===== config.mk =====
export PLATFORM = sky130hd
export DESIGN_NAME = bp_be_instr_encoder
export DESIGN_NICKNAME = d
export VERILOG_FILES = /design/src/rtl/bp_be_rv64_pkg.sv /design/src/rtl/bp_be_instr_format.sv /design/src/rtl/bp_be_instr_encoder.sv
export SDC_FILE = /design/constraint.sdc
export NUM_CORES = 1
export LEC_CHECK = 0
export ABC_AREA = 1
export CAP_MARGIN = 20
export CORE_AREA = 4 4 95 88
export CTS_BUF_LIST = sky130_fd_sc_hd__clkbuf_8
export DETAILED_ROUTE_END_ITERATION = 10
export DIE_AREA = 0 0 99 92
export PLACE_DENSITY = 0.84
export SKIP_LAST_GASP = 1
export SYNTH_ARGS = -nofsm -noshare
export SYNTH_HDL_FRONTEND = slang
export SYNTH_SLANG_ARGS = --single-unit

===== constraint.sdc =====
create_clock -name clk_i -period 3 [get_ports clk_i]
set_clock_uncertainty 0.1 [all_clocks]
set_input_delay 0.45 -clock clk_i [delete_from_list [all_inputs] [get_ports clk_i]]
set_output_delay 0.45 -clock clk_i [all_outputs]
set_load 0.05 [all_outputs]

===== src/rtl/bp_be_rv64_pkg.sv =====
// Shared definitions for the RV64 instruction encoder.
//   - bp_be_encode_op_e    : command format selector (R/I/S/B/U/J, LI macro, reserved)
//   - bp_be_encode_state_e : encoder output state
//   - major opcode constants used when expanding LI
//   - bp_be_li_s           : the half of an LI that is held for the trailing ADDIW
//   - li_hi_f              : upper 20 bits of an LI, rounded for the sign of the low 12
package bp_be_rv64_pkg;

  localparam int rv64_instr_width_gp = 32;

  typedef enum logic [2:0] {
    e_enc_r    = 3'd0,
    e_enc_i    = 3'd1,
    e_enc_s    = 3'd2,
    e_enc_b    = 3'd3,
    e_enc_u    = 3'd4,
    e_enc_j    = 3'd5,
    e_enc_li   = 3'd6,
    e_enc_rsvd = 3'd7
  } bp_be_encode_op_e;

  typedef enum logic [1:0] {
    e_state_idle   = 2'd0,
    e_state_out    = 2'd1,
    e_state_out_hi = 2'd2
  } bp_be_encode_state_e;

  localparam logic [6:0] OP       = 7'b0110011;
  localparam logic [6:0] OP_IMM   = 7'b0010011;
  localparam logic [6:0] OP_IMM32 = 7'b0011011;
  localparam logic [6:0] LUI      = 7'b0110111;
  localparam logic [6:0] STORE    = 7'b0100011;
  localparam logic [6:0] BRANCH   = 7'b1100011;
  localparam logic [6:0] JAL      = 7'b1101111;

  // Fields needed to build the ADDIW that completes a two-instruction LI.
  typedef struct packed {
    logic [4:0]  rd;
    logic [11:0] lo;
  } bp_be_li_s;

  // ADDI/ADDIW sign-extend their 12-bit immediate, so the upper part is
  // pre-incremented whenever bit 11 of the low part is set.
  function automatic logic [19:0] li_hi_f(input logic [31:0] imm);
    logic [31:0] rounded;
    rounded = imm + 32'h0000_0800;
    return rounded[31:12];
  endfunction

endpackage


===== src/rtl/bp_be_instr_format.sv =====
// Combinational packer: places opcode, funct fields, register addresses and
// immediate into a 32-bit RV64 instruction word for the selected format.
// Ports:
//   op      in  format selector (LI and reserved produce zero)
//   opcode  in  7-bit major opcode
//   funct3  in  3-bit funct3
//   funct7  in  7-bit funct7 (R only)
//   rd/rs1/rs2 in 5-bit register addresses
//   imm     in  32-bit immediate (byte offset for B/J, upper bits for U)
//   instr   out packed instruction word
module bp_be_instr_format
  import bp_be_rv64_pkg::*;
(
  input  bp_be_encode_op_e op,
  input  logic [6:0]       opcode,
  input  logic [2:0]       funct3,
  input  logic [6:0]       funct7,
  input  logic [4:0]       rd,
  input  logic [4:0]       rs1,
  input  logic [4:0]       rs2,
  input  logic [31:0]      imm,
  output logic [31:0]      instr
);

  always_comb begin
    instr = '0;
    case (op)
      e_enc_r: instr = {funct7, rs2, rs1, funct3, rd, opcode};
      e_enc_i: instr = {imm[11:0], rs1, funct3, rd, opcode};
      e_enc_s: instr = {imm[11:5], rs2, rs1, funct3, imm[4:0], opcode};
      e_enc_b: instr = {imm[12], imm[10:5], rs2, rs1, funct3, imm[4:1], imm[11], opcode};
      e_enc_u: instr = {imm[31:12], rd, opcode};
      e_enc_j: instr = {imm[20], imm[10:1], imm[11], imm[19:12], rd, opcode};
      default: instr = '0;
    endcase
  end

endmodule


===== src/rtl/bp_be_instr_encoder.sv =====
// Field-level command to RV64 instruction encoder with a registered,
// valid/ready output. The LI macro expands into ADDI, LUI, or LUI+ADDIW.
// Ports:
//   clk_i, reset_i           clock, asynchronous active-high reset
//   cmd_v_i / cmd_ready_o    command handshake (ready is combinational from instr_ready_i)
//   cmd_op_i                 bp_be_encode_op_e selector
//   cmd_opcode_i, cmd_funct3_i, cmd_funct7_i, cmd_rd_i, cmd_rs1_i, cmd_rs2_i, cmd_imm_i
//                            instruction fields
//   instr_v_o / instr_ready_i output handshake
//   instr_o                  encoded instruction
//   instr_last_o             final instruction of the current command
//   illegal_o                one-cycle pulse after a reserved op is accepted
module bp_be_instr_encoder
  import bp_be_rv64_pkg::*;
#(
  parameter int instr_width_p = rv64_instr_width_gp,
  parameter int imm_width_p   = 32
) (
  input  logic                     clk_i,
  input  logic                     reset_i,
  input  logic                     cmd_v_i,
  output logic                     cmd_ready_o,
  input  logic [2:0]               cmd_op_i,
  input  logic [6:0]               cmd_opcode_i,
  input  logic [2:0]               cmd_funct3_i,
  input  logic [6:0]               cmd_funct7_i,
  input  logic [4:0]               cmd_rd_i,
  input  logic [4:0]               cmd_rs1_i,
  input  logic [4:0]               cmd_rs2_i,
  input  logic [imm_width_p-1:0]   cmd_imm_i,
  output logic                     instr_v_o,
  input  logic                     instr_ready_i,
  output logic [instr_width_p-1:0] instr_o,
  output logic                     instr_last_o,
  output logic                     illegal_o
);

  bp_be_encode_state_e state, state_next;
  logic [instr_width_p-1:0] instr_reg, instr_next;
  bp_be_li_s li_reg, li_next;
  logic illegal_reg, illegal_next;

  bp_be_encode_op_e op;
  logic [19:0] li_hi;
  logic [11:0] li_lo;
  logic        li_pair;
  logic        accept;

  bp_be_encode_op_e fmt_op;
  logic [6:0]  fmt_opcode;
  logic [2:0]  fmt_funct3;
  logic [4:0]  fmt_rs1;
  logic [31:0] fmt_imm;
  logic [31:0] fmt_instr;

  assign op      = bp_be_encode_op_e'(cmd_op_i);
  assign li_hi   = li_hi_f(cmd_imm_i);
  assign li_lo   = cmd_imm_i[11:0];
  assign li_pair = (li_hi != 20'd0) && (li_lo != 12'd0);

  assign cmd_ready_o = (state == e_state_idle) | ((state == e_state_out) & instr_ready_i);
  assign accept      = cmd_v_i & cmd_ready_o;

  // LI reuses the formatter by rewriting the command into the first
  // instruction of its expansion: ADDI rd,x0,lo when no upper part is
  // needed, otherwise LUI rd,hi.
  always_comb begin
    fmt_op     = op;
    fmt_opcode = cmd_opcode_i;
    fmt_funct3 = cmd_funct3_i;
    fmt_rs1    = cmd_rs1_i;
    fmt_imm    = cmd_imm_i;
    if (op == e_enc_li) begin
      if (li_hi == 20'd0) begin
        fmt_op     = e_enc_i;
        fmt_opcode = OP_IMM;
        fmt_funct3 = 3'b000;
        fmt_rs1    = 5'd0;
        fmt_imm    = {{20{li_lo[11]}}, li_lo};
      end else begin
        fmt_op     = e_enc_u;
        fmt_opcode = LUI;
        fmt_imm    = {li_hi, 12'd0};
      end
    end
  end

  bp_be_instr_format format (
    .op     (fmt_op),
    .opcode (fmt_opcode),
    .funct3 (fmt_funct3),
    .funct7 (cmd_funct7_i),
    .rd     (cmd_rd_i),
    .rs1    (fmt_rs1),
    .rs2    (cmd_rs2_i),
    .imm    (fmt_imm),
    .instr  (fmt_instr)
  );

  always_comb begin
    state_next   = state;
    instr_next   = instr_reg;
    li_next      = li_reg;
    illegal_next = accept & (op == e_enc_rsvd);

    case (state)
      e_state_out_hi: begin
        if (instr_ready_i) begin
          state_next = e_state_out;
          instr_next = {li_reg.lo, li_reg.rd, 3'b000, li_reg.rd, OP_IMM32};
        end
      end
      e_state_out: begin
        if (instr_ready_i) begin
          state_next = e_state_idle;
        end
      end
      default: begin
      end
    endcase

    // Acceptance only happens when the output slot is free or being
    // drained this cycle, so the new command overrides the drain path.
    if (accept) begin
      if (op == e_enc_rsvd) begin
        state_next = e_state_idle;
      end else begin
        instr_next = fmt_instr;
        li_next    = '{rd: cmd_rd_i, lo: li_lo};
        state_next = ((op == e_enc_li) && li_pair) ? e_state_out_hi : e_state_out;
      end
    end
  end

  always_ff @(posedge clk_i or posedge reset_i) begin
    if (reset_i) begin
      state       <= e_state_idle;
      instr_reg   <= '0;
      li_reg      <= '0;
      illegal_reg <= 1'b0;
    end else begin
      state       <= state_next;
      instr_reg   <= instr_next;
      li_reg      <= li_next;
      illegal_reg <= illegal_next;
    end
  end

  assign instr_v_o    = (state != e_state_idle);
  assign instr_last_o = (state == e_state_out);
  assign instr_o      = instr_reg;
  assign illegal_o    = illegal_reg;

endmodule

==> results.md, run 1 <==
- Ant diodes: 0
- Initial antenna violation count: 0
- Critical Path Fanout Max: 6
- Clk_lat worst skew: 0.31 ns
- GP Congestion: 0.923
- Critical path type: in -> reg
- Share of the yosys chip area belonging to registers: 0.353
- CTS Buf Count: 5
- Largest cells by area after synthesis: dfrtp_1 35%, nand2_1 17%, nor2_1 7.3%, inv_1 6.3%, nand3_1 6.0%
- CTS root buf: clkbuf_8
- Synthesis-stage register bit count: 52
- Max frequency: 351 MHz
- I/O Buffers: 106
- DRC Markers: 0
- Initial DRC Count: 273
- Max reg flops: 32
- CP endpoint kind: flip-flop
- Grt ovf: 0
- Final setup violation count: 0
- CP required: 3.12 ns
- Final Max Tran Viols: 0
- Rows: 30
- Fin area: 0.00551 mm2
- Top cell type's share of synthesized area: 0.353
- TNS Setup: 0 ns
- Cells after Synth: 558
- Post-Synthesis Cell Area: 0.00369 mm2
- Vias in the first global route: 4322
- Layout cell share with drive strength beyond 1: 0.162
- Vias/cell: 5.53
- Crit start category: input pin
- Synthesized Nets: 630
- Cell with the most instances after synthesis: nand2_1
- CTS sink cnt: 52
- Placed cell area: 0.00530 mm2
- Leak: 2.64 nW
- Post-synth top area cell: dfrtp_1
- Die Y: 92 um
- H-tree depth: 2
- Final Hold Viols: 0
- Hold Buf Count CTS: 0
- Peak supply drop: 0.000616 V
- Post-DP HPWL: 10700 um
- Async S/R FF share, synth: 1.00
- YS warnings: 0
- Die width: 99 um
- CTS clock-pin slew for the worst setup and hold paths: 0.11 ns
- CTS tree: yes
- Most frequent cells after synthesis: 166 x nand2_1, 72 x nor2_1, 62 x inv_1
- First-pass iteration count of the detailed router: 5
- CP Data Arrival Time: 2.97 ns
- Library cells used by synthesis: 41
- Total GRT Usage: 0.287
- Top FF cell, synth: dfrtp_1
- Core Area: 0.00739 mm2
- Mean area per synthesized cell: 6.61 um2
- Die area: 0.00911 mm2
- Status: finished clean
- Place WS: -0.207 ns
- Clock Path Buffers: 2
- DR WL/cell: 16.5 um
- Final setup margin: 0.150 ns
- Tmin final: 2.85 ns
- Drt total wl: 13500 um
- Hold WS: 0.389 ns
- Nets@finish: 793
- Initial Util: 0.499
- Worst Tran Pin Value: 0.682 ns
- # IOs: 107
- Pin count of the biggest net entering global routing: 53
- Detail Route Antenna Nets: 0
- HP Class: reg -> reg
- Tot Pwr: 4.30 mW
- Fin crit share: 0.950
- Max cap viols: 0
- Relative slew slack: 0.546
- Via count: 4520
- Synthesis-to-finish area growth: 49.2%
- PwrDens: 780 mW/mm2
- First-pass GRT wire length: 20900 um
- Post-synth EDFFs: 0
[layout by cell type (no fill, tap or decap), types with 3 or more instances in the layout]
cell type,Yosys,layout
a21oi_1,30,29
buf_4,0,65
clkbuf_8,0,5
clkdlybuf4s50_1,0,103
dfrtp_1,52,52
dlymetal6s2s_1,0,3
inv_1,62,61
inv_2,2,3
nand2_1,166,164
nand2_2,4,4
nand2_4,2,4
nand3_1,44,44
nand3_2,9,8
nand3b_1,7,7
nand4_1,13,13
nor2_1,72,68
nor2_2,5,6
nor2_4,5,8
nor3_1,5,5
o21ai_0,21,21
o21ai_1,9,6
o21ai_2,1,4
o221ai_1,6,6
o32a_1,3,3
xnor2_1,3,3
[worst max-delay path: stages]
cell and delay (ns):
clkdlybuf4s50_1 0.50, nand2_1 0.11, buf_4 0.15, nor2_2 0.23, nand2_1 0.08, nand2_1 0.12, nand2_1 0.08, nor2_1 0.12
nand2_1 0.11, nor2_4 0.22, nand4_1 0.26, o21ai_0 0.16, nor2_1 0.07, nand2_1 0.06, nand3_1 0.12, nand2_1 0.09
inv_1 0.04
[through the flow]
stage               utilization  std cells
global placement          0.716        807
finish                    0.745        818
global route              0.745        818
floorplan                     -        558
CTS                       0.732        815
detailed placement        0.716        807
[power breakdown]
group | total (mW) | switching (mW) | internal [mW]
clock network | 0.507 | 0.256 | 0.252
registers | 1.24 | 0.195 | 1.05
logic | 2.55 | 1.66 | 0.883
total | 4.30 | 2.11 | 2.18
[timing repair]
action                                  in CTS  in global routing
resized for setup                            0                 20
setup buffers                                0                  3
endpoints found under the setup margin       0                 16
[kinds of logic (layout without fill, tap and decap cells)]
| family | Yosys count | count (layout) | synth area share |
|---|---|---|---|
| AND/OR/NAND/NOR | 336 | 336 | 0.416 |
| XOR/XNOR | 5 | 5 | 0.0119 |
| adder cells (fa/ha/maj) | 1 | 1 | 0.00339 |
| buffers and inverters | 82 | 246 | 0.0858 |
| AO/OA/AOI/OAI | 82 | 82 | 0.131 |
| flip-flops | 52 | 52 | 0.353 |
[routing by layer]
| metal | up-vias | share of wire | global-route usage |
|---|---|---|---|
| li1 | 2149 | - | - |
| met1 | 2104 | 0.41 | 0.369 |
| met2 | 243 | 0.49 | 0.501 |
| met3 | 24 | 0.076 | 0.0426 |
| met4 | 0 | 0.020 | 0.0774 |
| met5 | - | 0 | 0 |
[worst paths after layout]
check	start	to	slack (ns)	cells past startpoint
min in group asynchronous	reset_i	instr_o[28]	0.53	3
min reg2reg	instr_o[14]	instr_o[14]	0.39	2
max in group asynchronous	reset_i	instr_o[13]	1.81	3
max reg2reg	state[0]	instr_o[24]	0.71	11
min	instr_o[14]	instr_o[14]	0.39	2
max	cmd_imm_i[15]	instr_o[15]	0.15	17
[layout make-up]
cell class | instances | area [um2]
fillers | 605 | 1890
flip-flops and latches | 52 | 1300
inverters | 65 | 244
well taps | 96 | 120
clock buffers | 5 | 68.8
multi-input cells | 424 | 2140
clock inverters | 3 | 46.3
repair buffers | 173 | 1590
(Power assumes the default switching activity.)
==> run 2, diff against run 1 <==
--- a/config.mk
+++ b/config.mk
@@ -12,7 +12,6 @@
 export DETAILED_ROUTE_END_ITERATION = 10
 export DIE_AREA = 0 0 99 92
 export PLACE_DENSITY = 0.84
-export SKIP_LAST_GASP = 1
 export SYNTH_ARGS = -nofsm -noshare
 export SYNTH_HDL_FRONTEND = slang
 export SYNTH_SLANG_ARGS = --single-unit
==> constraint.sdc (replaced) <==
create_clock -name clk_i -period 3 [get_ports clk_i]
set_clock_uncertainty 0.1 [all_clocks]
set_input_delay 0.45 -clock clk_i [delete_from_list [all_inputs] [get_ports clk_i]]
set_output_delay 0.45 -clock clk_i [all_outputs]
set_load 0.02 [all_outputs]
==> results of run 2 <==
Same layout as run 1 (identical final DEF). Status: finished clean.
Main changes from that run: total power 4.30 mW -> 3.74 mW; worst IR drop on VDD 0.000616 V -> 0.000420 V
